### config.mk
export PLATFORM = sky130hd
export DESIGN_NAME = ir_queue
export DESIGN_NICKNAME = d
export VERILOG_FILES = /design/src/rtl/ks10_cpu_pkg.sv /design/src/rtl/ir_fields.sv /design/src/rtl/ir_queue.sv
export SDC_FILE = /design/constraint.sdc
export NUM_CORES = 1
export LEC_CHECK = 0
export CAP_MARGIN = 10
export CORE_MARGIN = 3
export CORE_UTILIZATION = 32
export CTS_CLUSTER_SIZE = 14
export DETAILED_ROUTE_END_ITERATION = 8
export GPL_ROUTABILITY_DRIVEN = 0
export GPL_TIMING_DRIVEN = 0
export SLEW_MARGIN = 10
export SYNTH_ARGS = -nofsm -noshare
export SYNTH_HDL_FRONTEND = slang
export SYNTH_SLANG_ARGS = --single-unit
### constraint.sdc
create_clock -name clk -period 2.2 [get_ports clk]
set_input_delay 0.44 -clock clk [delete_from_list [all_inputs] [get_ports clk]]
set_output_delay 0.44 -clock clk [all_outputs]
set_load 0.01 [all_outputs]
### src/rtl/ks10_cpu_pkg.sv
// ks10_cpu_pkg: KS10 instruction word field positions, shared by the instruction queue and the decoder.
package ks10_cpu_pkg;
  localparam int WORD_W = 36;
  localparam int OP_L = 0;
  localparam int OP_R = 8;
  localparam int AC_L = 9;
  localparam int AC_R = 12;
  localparam int I_BIT = 13;
  localparam int X_L = 14;
  localparam int X_R = 17;
  localparam int Y_L = 18;
  localparam int Y_R = 35;
  typedef logic [0:WORD_W-1] word_t;
endpackage

### src/rtl/ir_fields.sv
// ir_fields: splits a 36-bit KS10 instruction word into opcode, AC, I, X and Y fields.
module ir_fields
  import ks10_cpu_pkg::*;
(
  input  word_t      i_word,
  output logic [0:8]  o_ir,
  output logic [0:3]  o_ac,
  output logic        o_ind,
  output logic [0:3]  o_xr,
  output logic [0:17] o_y
);
  assign o_ir  = i_word[OP_L:OP_R];
  assign o_ac  = i_word[AC_L:AC_R];
  assign o_ind = i_word[I_BIT];
  assign o_xr  = i_word[X_L:X_R];
  assign o_y   = i_word[Y_L:Y_R];
endmodule

### src/rtl/ir_queue.sv
// ir_queue: circular prefetch queue of instruction words with combinational decode of the head word.
module ir_queue
  import ks10_cpu_pkg::*;
#(
  parameter int DEPTH = 4,
  parameter int AW    = 2
) (
  input  logic        clk,
  input  logic        rst,
  input  logic        clken,
  input  word_t       dbus,
  input  logic        load,
  output logic        ready,
  input  logic        next,
  input  logic        flush,
  output logic        valid,
  output logic [0:8]  ir,
  output logic [0:3]  ac,
  output logic        ind,
  output logic [0:3]  xr,
  output logic [0:17] y,
  output logic [AW:0] count
);
  localparam logic [AW:0] FULL = (AW+1)'(DEPTH);
  word_t          r_mem [DEPTH];
  logic [AW-1:0]  r_rd;
  logic [AW-1:0]  r_wr;
  logic [AW:0]    r_cnt;
  logic           w_push;
  logic           w_pop;
  word_t          w_head;
  assign valid  = r_cnt != '0;
  assign ready  = (r_cnt < FULL) || (next && valid);
  assign w_push = clken && load && ready;
  assign w_pop  = clken && next && valid;
  assign count  = r_cnt;
  // Empty queue presents zeros so stale storage never reaches the decoder.
  assign w_head = valid ? r_mem[r_rd] : '0;
  always_ff @(posedge clk) begin
    if (w_push && !flush) r_mem[r_wr] <= dbus;
  end
  always_ff @(posedge clk or posedge rst) begin
    if (rst) begin
      r_rd  <= '0;
      r_wr  <= '0;
      r_cnt <= '0;
    end else if (flush) begin
      r_rd  <= '0;
      r_wr  <= '0;
      r_cnt <= '0;
    end else begin
      if (w_push) r_wr <= r_wr + 1'b1;
      if (w_pop) r_rd <= r_rd + 1'b1;
      r_cnt <= r_cnt + (AW+1)'(w_push) - (AW+1)'(w_pop);
    end
  end
  ir_fields u_fields (
    .i_word (w_head),
    .o_ir   (ir),
    .o_ac   (ac),
    .o_ind  (ind),
    .o_xr   (xr),
    .o_y    (y)
  );
endmodule

==> results of run 1 <==
==> layout make-up <==
| type | count | share of cell area |
|---|---|---|
| buffer | 13 | 0.01853 |
| clock buffer | 18 | 0.05252 |
| clock inverter | 14 | 0.02511 |
| inverter | 7 | 0.003215 |
| multi-input combinational | 107 | 0.1821 |
| sequential | 151 | 0.5512 |
| tap | 229 | 0.03506 |
| timing repair buffer | 102 | 0.1323 |
==> where the power goes <==
group          switching, mW  internal, mW
clock                   1.10          2.00
combinational           1.27          1.47
sequential            0.0472          3.23
==> Yosys cell counts, drive strengths merged <==
master  number
nor2         3
a21oi        3
nand2        1
ha           6
o311a        1
edfxtp     144
mux4        36
inv          7
and2         5
dfrtp        7
clkbuf       3
nor2b       38
o21ai        3
or3          2
nand3        2
nor3         3
fa           1
xnor2        1
buf         10
nand4        1
xor2         1
==> per-stage QoR <==
step | power, mW | area, sq um | instances | hold slack [ps]
5_1_grt | 9.529 | 8172 | 641 | 275.1
3_5_place_dp | 5.438 | 7089 | 592 | 596.8
3_3_place_gp | 5.421 | 7004 | 588 | 572.4
2_1_floorplan | 4.315 | 5907 | 278 | 243.3
4_1_cts | 8.788 | 7960 | 640 | 247.7
6_report | 9.110 | 8172 | 641 | 257.7
==> per-layer routing <==
| layer | up-vias | part of all wire | global-route usage |
|---|---|---|---|
| met2 | 69 | 0.51 | 0.2097 |
| met4 | 2 | 0.012 | 0.03939 |
| li1 | 1356 | - | - |
| met1 | 1549 | 0.43 | 0.1588 |
| met5 | - | 0.0011 | 0 |
| met3 | 15 | 0.046 | 0.04415 |
==> sequential cells by signal (all words and copies together) (netlist names) <==
name	flops
count	3
r_mem	144
r_rd	2
r_wr	2
==> kinds of logic after synthesis <==
group / synth area share
buffers and inverters: 0.01864
multiplexers: 0.1373
flip-flops: 0.7619
adder cells (fa/ha/maj): 0.01610
AO/OA/AOI/OAI: 0.006778
AND/OR/NAND/NOR: 0.05635
XOR/XNOR: 0.002967
==> cells in the final DEF (no fill, tap or decap), types with 6 or more instances in the layout <==
cell / Yosys / layout
edfxtp_1: 144 / 144
nor2b_1: 38 / 15
clkbuf_16: 0 / 17
clkdlybuf4s50_1: 0 / 43
buf_4: 1 / 14
inv_1: 6 / 6
buf_6: 2 / 23
mux4_2: 36 / 36
buf_2: 4 / 14
buf_12: 0 / 15
ha_1: 6 / 6
nor2b_4: 0 / 23
==> repair_timing <==
item,in CTS,in global routing
endpoints found under the hold margin,0,0
endpoints found under the setup margin,39,38
gates resized for setup,192,49
gates cloned,3,0
buffers inserted,13,3
pin swaps,1,2
==> worst paths after layout <==
kind / start / to / slack [ps]
setup reg to reg: count[2] / count[2] / 30
hold reg to reg: r_wr[1] / r_wr[1] / 600
max in group asynchronous: rst / count[2] / 1710
min in group clk: flush / count[1] / 380
hold / removal: rst / r_wr[0] / 260
setup / recovery: r_rd[0] / y[6] / -160
==> worst register-to-register path, cell delays in order, from the launching register on <==
cell and delay [ps]:
dfrtp_2 440, o311a_1 380, ha_1 280, inv_1 50, ha_1 130, inv_1 50
fa_2 330, xor2_1 150, and2_1 150, nor3_1 120
==> impl_metrics.tcl, run 1 <==
set metrics [dict create \
    status "finished, violations left" \
    violations "negative setup slack" \
    start_kind "flop" \
    netlist-cell-type-count 28 \
    netlist_area_sq_um 5906 \
    cp.required_ps 1760 \
    dieArea_sq_um 20120 \
    ant_nets 0 \
    drtPass1Iterations 4 \
    core_area_sq_um 18020 \
    rows 49 \
    rsz0062_at_grt "yes" \
    dp_hpwl_mm 7.263 \
    r2r_cells 9 \
    route.detailed.drc 0 \
    crit_path_max_incr_delay_ps 420 \
    die_x_um 141.9 \
    grt_pass1_wl_mm 18.75 \
    antenna_cells 0 \
    tritoncts "built" \
    cts_max_level 4 \
    leakage_nw 2.814 \
    multi_input_area_sq_um 1488 \
    fin_tns_setup_ps -4181 \
    ir_worst_vdd_uv 731.5 \
    synth_nets 327 \
    syn2layout_area_growth_pct 38.37 \
    dieHeight_um 141.9 \
    relSlewSlack 0.7339 \
    start_util 0.3276 \
    worst_pin_slew_ps 399.2 \
    grt_max_degree 28 \
    fin_ws_ps -164.6 \
    crit_path_frequent_cell "buf_12" \
    final_util 0.4534 \
    numCtsBuffers 17 \
    critPathBufInv 4 \
    slowest_stage "dfrtp_2" \
    final_max_slew_viol_count 0 \
    grt_overflow 0 \
    fin_skew_ps 13.48 \
    grtUsageTotal 0.1272 \
    cp_cell_sequence "buf_4 -> buf_12 -> buf_12 -> mux4_2 -> nor2b_1 -> buf_2" \
    boundaryPins 83 \
    post-route-period-util 1.075 \
    synth_top_area_frac 0.7322 \
    wl_per_cell_um 18.81 \
    cp.arrival_ps 1920 \
    critical_path_class "flop to primary output" \
    crit_cells 6 \
    insertion_delay_ps 420 \
    hold_violations 0 \
    setup_violations 36 \
    yosys_warnings 0 \
    synth_area_per_cell_sq_um 21.24 \
    min_period_ps 2365 \
    max_freq_ghz 0.4229 \
    clkSinkCount 151 \
    cap_violations 0 \
    drtIter0Drc 282 \
    pre_cts_slack_ps -564.2 \
    end_kind "primary output" \
    clk_pin_slew_worst_paths_ps 60 \
    vias 2991 \
    cts_hold_buf 0 \
    yosys.area.top_type "edfxtp_1" \
    ff_latch_area_sq_um 4504 \
    clockBufferDepth 2 \
    ys_seq_area_frac 0.7619 \
    drive_gt1_frac 0.4102 \
    nets 448 \
    grt_pass1_vias 3299 \
    path_max_fanout 5 \
    synth.area.top_cells "edfxtp_1, mux4_2, nor2b_1, dfrtp_1, ha_1" \
    cts-root-buf "clkbuf_16" \
    grt_antenna_before_repair 1 \
    critical_path.top_delay_family "buffers and inverters" \
    netlist_instances 278 \
    power.density_nw_per_um2 1115 \
    synth-seq-cells 151 \
    n_fill_cell 1560 \
    io_buffers 81 \
    via_per_inst 4.666 \
    hold_path_class "input pin to asynchronous set/reset pin" \
    routed_wl_mm 12.06 \
]
No activity file was read; power rests on OpenSTA's default activity.
==> run 2: changes to the inputs <==
--- a/config.mk
+++ b/config.mk
@@ -8,2 +8,4 @@
 export CAP_MARGIN = 10
+export CELL_PAD_IN_SITES_DETAIL_PLACEMENT = 1
+export CELL_PAD_IN_SITES_GLOBAL_PLACEMENT = 2
 export CORE_MARGIN = 3
@@ -14,2 +16,3 @@
 export GPL_TIMING_DRIVEN = 0
+export PLACE_DENSITY = 0.7
 export SLEW_MARGIN = 10
--- a/constraint.sdc
+++ b/constraint.sdc
@@ -3,2 +3,2 @@
 set_output_delay 0.44 -clock clk [all_outputs]
-set_load 0.01 [all_outputs]
+set_load 0.02 [all_outputs]
==> run 2 against run 1 <==
Net effect: the run still ends with negative setup slack left; total power up 2.0%; core utilization shrank 0.63 points; die area is the same; clock-buffer cell count grew 1; register-to-register slack worse by 70 ps; global-route usage rose by 0.54 points.
==> impl_metrics.tcl, run 2 (synthesized netlist as in run 1, its figures left out) <==
set metrics [dict create \
    rows 49 \
    pre_cts_slack_ps -661.0 \
    stdcell_area_sq_um 8058 \
    start_kind "flop" \
    top_register "r_mem" \
    ant_nets 0 \
    antenna_cells 0 \
    cp.required_ps 1760 \
    grt_overflow 0 \
    wl_per_cell_um 20.72 \
    numCtsBuffers 17 \
    drtPass1Iterations 4 \
    dpl_cell_area_sq_um 7012 \
    power.density_nw_per_um2 1153 \
    end_kind "primary output" \
    n_fill_cell 1713 \
    start_util 0.3276 \
    grt_pass1_wl_mm 19.46 \
    cts_hold_buf 0 \
    final_max_slew_viol_count 0 \
    grtUsageTotal 0.1327 \
    syn2layout_area_growth_pct 36.44 \
    rsz0062_at_grt "yes" \
    dieHeight_um 141.9 \
    insertion_delay_ps 420 \
    grt_pass1_vias 3387 \
    post-route-period-util 1.085 \
    clockBufferDepth 2 \
    worst_pin_slew_ps 615.6 \
    cts_max_level 4 \
    clk_pin_slew_worst_paths_ps 60 \
    clkSinkCount 151 \
    cts-root-buf "clkbuf_16" \
    ir_worst_vdd_uv 554.8 \
    via_per_inst 4.721 \
    hold_violations 0 \
    layout_commonest_cell "edfxtp_1" \
    routed_wl_mm 13.31 \
    final_cell_mix "edfxtp_1, clkdlybuf4s50_1, mux4_2" \
    vias 3031 \
    placed_cells 588 \
    core_area_sq_um 18020 \
    status "finished, violations left" \
    critical_path_class "flop to primary output" \
    tritoncts "built" \
    hold_path_class "input pin to asynchronous set/reset pin" \
    boundaryPins 83 \
    die_x_um 141.9 \
    crit_path_start "r_rd[0]" \
    largest_reg_flops 144 \
    cap_violations 0 \
    drive_gt1_frac 0.4092 \
    multi_input_area_sq_um 1528 \
    cp.arrival_ps 1950 \
    io_buffers 81 \
    relSlewSlack 0.5896 \
    dp_hpwl_mm 7.400 \
    setup_violations 37 \
    reg2reg_from "count[1]" \
    fin_skew_ps 5.012 \
    dieArea_sq_um 20120 \
    max_freq_ghz 0.4188 \
    fin_ws_ps -187.8 \
    nets 449 \
    finalNonFillerCells 642 \
    grt_antenna_before_repair 0 \
    route.detailed.drc 0 \
    leakage_nw 2.774 \
    grt_max_degree 37 \
    path_max_fanout 5 \
    drtIter0Drc 158 \
    min_period_ps 2388 \
    ff_latch_area_sq_um 4502 \
    violations "negative setup slack" \
]
-- run 2: changes by cell type in the layout (fill, tap and decap cells not counted), sizes merged --
cell,previous run,this run
dlymetal6s2s,0,1
bufinv,5,2
clkbuf,21,23
buf,67,65
and2,5,7
clkinvlp,2,3
dlygate4sd2,2,1
inv,8,9
-- run 2: path summary, 6_finish.rpt --
kind                                 end  depth (start not counted)  slack (ps)
worst max-delay path               y[10]                          5        -190
worst min-delay path             r_wr[1]                          2         280
worst max register to register  count[2]                          9         -40
worst min register to register   r_wr[1]                          2         600
max in group asynchronous       count[2]                          2        1670
min in group clk                 r_rd[0]                          2         450
-- run 2: what timing repair did --
action | CTS | global route
cloned | 2 | 3
pin swaps | 1 | 4
gates resized for setup | 209 | 62
setup endpoints to repair | 183 | 111
setup buffers | 8 | 10
-- run 2: per-stage QoR --
step,total power [mW],utilization,hold slack (ps),TNS [ps]
after floorplan,4.603,-,243.3,-29.49
after CTS,8.683,0.4290,277.8,-22430
after global placement,5.717,0.3890,584.8,-100650
after detailed placement,5.741,0.3890,599.3,-103900
final,9.293,0.4470,283.3,-5399
after global routing,9.716,0.4470,316.1,-8567
-- run 2: worst max-delay path: stages (launching register included) --
cell       delay (ps)
dfrtp_1           410
buf_4             190
clkbuf_16         160
mux4_2            490
nor2b_1           140
buf_2             150
-- run 2: layout make-up --
cell class / count / share of cell area
plain buffers: 13 / 0.01879
clock buffers: 19 / 0.05373
clock inverters: 13 / 0.01615
inverters: 7 / 0.003261
multi-input cells: 109 / 0.1896
flip-flops and latches: 151 / 0.5587
well taps: 229 / 0.03556
repair buffers: 101 / 0.1242
-- run 2: power by group --
group	switching [mW]	internal, mW	total (mW)
combinational	1.63	1.63	3.26
clock	1.09	1.66	2.75
sequential	0.0575	3.23	3.29
total	2.78	6.52	9.29
-- run 2: layer usage --
layer  wire (um)  global-route usage  vias to the layer above
li1            -                   -                     1357
met1        5506              0.1606                     1593
met2        7029              0.2259                       66
met3         641             0.04280                       15
met4         127             0.04242                        0
met5           0                   0                        -
==> run 3: changes to the inputs <==
ABC_AREA = 0   (was default)
GPL_TIMING_DRIVEN = default   (was 0)
SLEW_MARGIN = 20   (was 10)
==> run 3 against run 2 <==
Net effect: the flow still finishes with violations (negative setup slack); clock power is 4% higher; worst setup slack gained 39 ps; final cell count grew 1.4%; design area increased by 1.9%; clock-buffer cell count decreased by 1; critical path depth is the same; total power grew 2.1%; sequential power hardly changed; flip-flop and latch count is the same; critical path type unchanged; combinational power increased by 3%; core utilization increased by 0.85 points; critical endpoint is now y[5]; first-iteration DRC count is 0.63% lower.
==> impl_metrics.tcl, run 3 (synthesized netlist as in run 1, its figures left out) <==
set metrics [dict create \
    power.density_nw_per_um2 1156 \
    cts_max_level 4 \
    drive_gt1_frac 0.4123 \
    reg2reg_from "count[2]" \
    insertion_delay_ps 410 \
    end_kind "primary output" \
    clockBufferDepth 2 \
    relSlewSlack 0.7790 \
    setup_violations 35 \
    r2r_cells 12 \
    slowest_stage "mux4_2" \
    critPathBufInv 3 \
    syn2layout_area_growth_pct 39.03 \
    worst_pin_slew_ps 331.1 \
    post-route-period-util 1.068 \
    via_per_inst 4.685 \
    routed_wl_mm 12.82 \
    max_freq_ghz 0.4258 \
    clkSinkCount 151 \
    grt_max_degree 23 \
    final_max_slew_viol_count 0 \
    grt_pass1_wl_mm 20.06 \
    status "finished, violations left" \
    drtIter0Drc 157 \
    grt_pass1_vias 3435 \
    cp_cell_sequence "buf_6 -> buf_12 -> mux4_2 -> nor2b_1 -> buf_2" \
    cp.arrival_ps 1910 \
    die_x_um 141.9 \
    drtPass1Iterations 4 \
    nets 459 \
    hold_violations 0 \
    critical_path.top_delay_family "multiplexers" \
    min_period_ps 2349 \
    ant_nets 0 \
    start_util 0.3276 \
    leakage_nw 2.845 \
    route.detailed.drc 0 \
    pre_cts_slack_ps -439.9 \
    vias 3050 \
    rows 49 \
    io_buffers 82 \
    cap_violations 0 \
    ir_worst_vdd_uv 543.8 \
    grt_overflow 0 \
    dp_hpwl_mm 7.640 \
    cts-root-buf "clkbuf_16" \
    rsz0062_at_grt "yes" \
    cp.required_ps 1760 \
    final_cell_mix "edfxtp_1, clkdlybuf4s50_1, mux4_2" \
    top_register "r_mem" \
    crit_cells 5 \
    clk_pin_slew_worst_paths_ps 60 \
    r2r-end "count[2]" \
    final_util 0.4555 \
    wl_per_cell_um 19.70 \
    start_kind "flop" \
    layout_commonest_cell "edfxtp_1" \
    tritoncts "built" \
    dieHeight_um 141.9 \
    n_fill_cell 1707 \
    crit_path_max_incr_delay_ps 500 \
    fin_tns_setup_ps -3625 \
    grtUsageTotal 0.1351 \
    crit_path_start "r_rd[0]" \
    fin_ws_ps -148.6 \
    violations "negative setup slack" \
    hold_path_class "input pin to asynchronous set/reset pin" \
    boundaryPins 83 \
    antenna_cells 0 \
    numCtsBuffers 17 \
    critical_path_class "flop to primary output" \
    grt_antenna_before_repair 0 \
    crit_end "y[5]" \
    largest_reg_flops 144 \
    fin_skew_ps 7.824 \
    rrSetupSlack_ps 10 \
    core_area_sq_um 18020 \
    path_max_fanout 9 \
    dieArea_sq_um 20120 \
]
## run 3: changes by cell type in the layout (fill, tap and decap cells not counted), moves of 2 or more
cell | previous run | this run
buf_12 | 7 | 18
nor2b_4 | 23 | 16
nor2b_1 | 15 | 21
and2_4 | 5 | 0
buf_2 | 13 | 17
and2_2 | 1 | 4
buf_4 | 20 | 22
buf_6 | 24 | 22
clkbuf_1 | 3 | 1
clkinv_4 | 1 | 3
clkinvlp_4 | 3 | 1
## run 3: final cells by class
| class | instances | area [sq um] | area share |
|---|---|---|---|
| Sequential cell | 151 | 4503 | 0.5485 |
| Multi-Input combinational cell | 107 | 1443 | 0.1757 |
| Timing Repair Buffer | 126 | 1368 | 0.1666 |
| Clock buffer | 18 | 429.2 | 0.05227 |
| Tap cell | 229 | 286.5 | 0.03490 |
| Clock inverter | 13 | 155.1 | 0.01890 |
| Inverter | 7 | 26.28 | 0.003200 |
## run 3: what timing repair did
| item | in CTS | in global routing |
|---|---|---|
| setup buffers | 10 | 5 |
| resized for setup | 194 | 38 |
| endpoints found under the setup margin | 39 | 38 |
| cloned | 3 | 0 |
| hold buffers | 0 | 0 |
| endpoints found under the hold margin | 0 | 0 |
| pin swaps | 2 | 0 |
## run 3: through the flow
step                      power [mW]  instances  cell area, sq um  hold slack [ps]
after floorplan                4.603        278              5914            243.3
after global placement         5.858        603              7311            596.1
after detailed placement       5.886        603              7311            629.1
after CTS                      9.223        647              8063            281.6
after global routing           9.907        651              8210            314.0
final                          9.489        651              8210            291.3
## run 3: worst register-to-register path, stage by stage, from the launching register on
cell     delay, ps
dfrtp_1        390
buf_4          150
nor2b_2        160
inv_2           60
nand3_1         70
ha_1           300
inv_1           60
ha_1           140
inv_1           50
fa_2           330
xor2_1         150
and2_1         160
nor3_2         100
## run 3: how the worst min path moves through the flow
stage | start | end | slack (ps) | cells past startpoint
finish | rst | r_rd[0] | 290 | 2
global route | rst | r_wr[1] | 310 | 2
CTS | rst | r_wr[1] | 280 | 2
detailed placement | r_wr[1] | r_wr[1] | 630 | 2
global placement | r_wr[1] | r_wr[1] | 600 | 2
floorplan | rst | count[0] | 240 | 1
## run 3: per-layer routing
metal | track usage | up-vias | part of all wire | wire (um)
li1 | - | 1373 | - | -
met1 | 0.1755 | 1609 | 0.45 | 5746
met4 | 0.03636 | 0 | 0.0095 | 122
met3 | 0.03842 | 10 | 0.039 | 505
met2 | 0.2237 | 58 | 0.50 | 6448
met5 | 0 | - | 0 | 0
## run 3: power breakdown
| group | leakage, nW | switching [mW] | internal [mW] |
|---|---|---|---|
| logic | 1.17 | 1.66 | 1.70 |
| clock network | 0.285 | 1.09 | 1.77 |
| registers | 1.39 | 0.0344 | 3.23 |
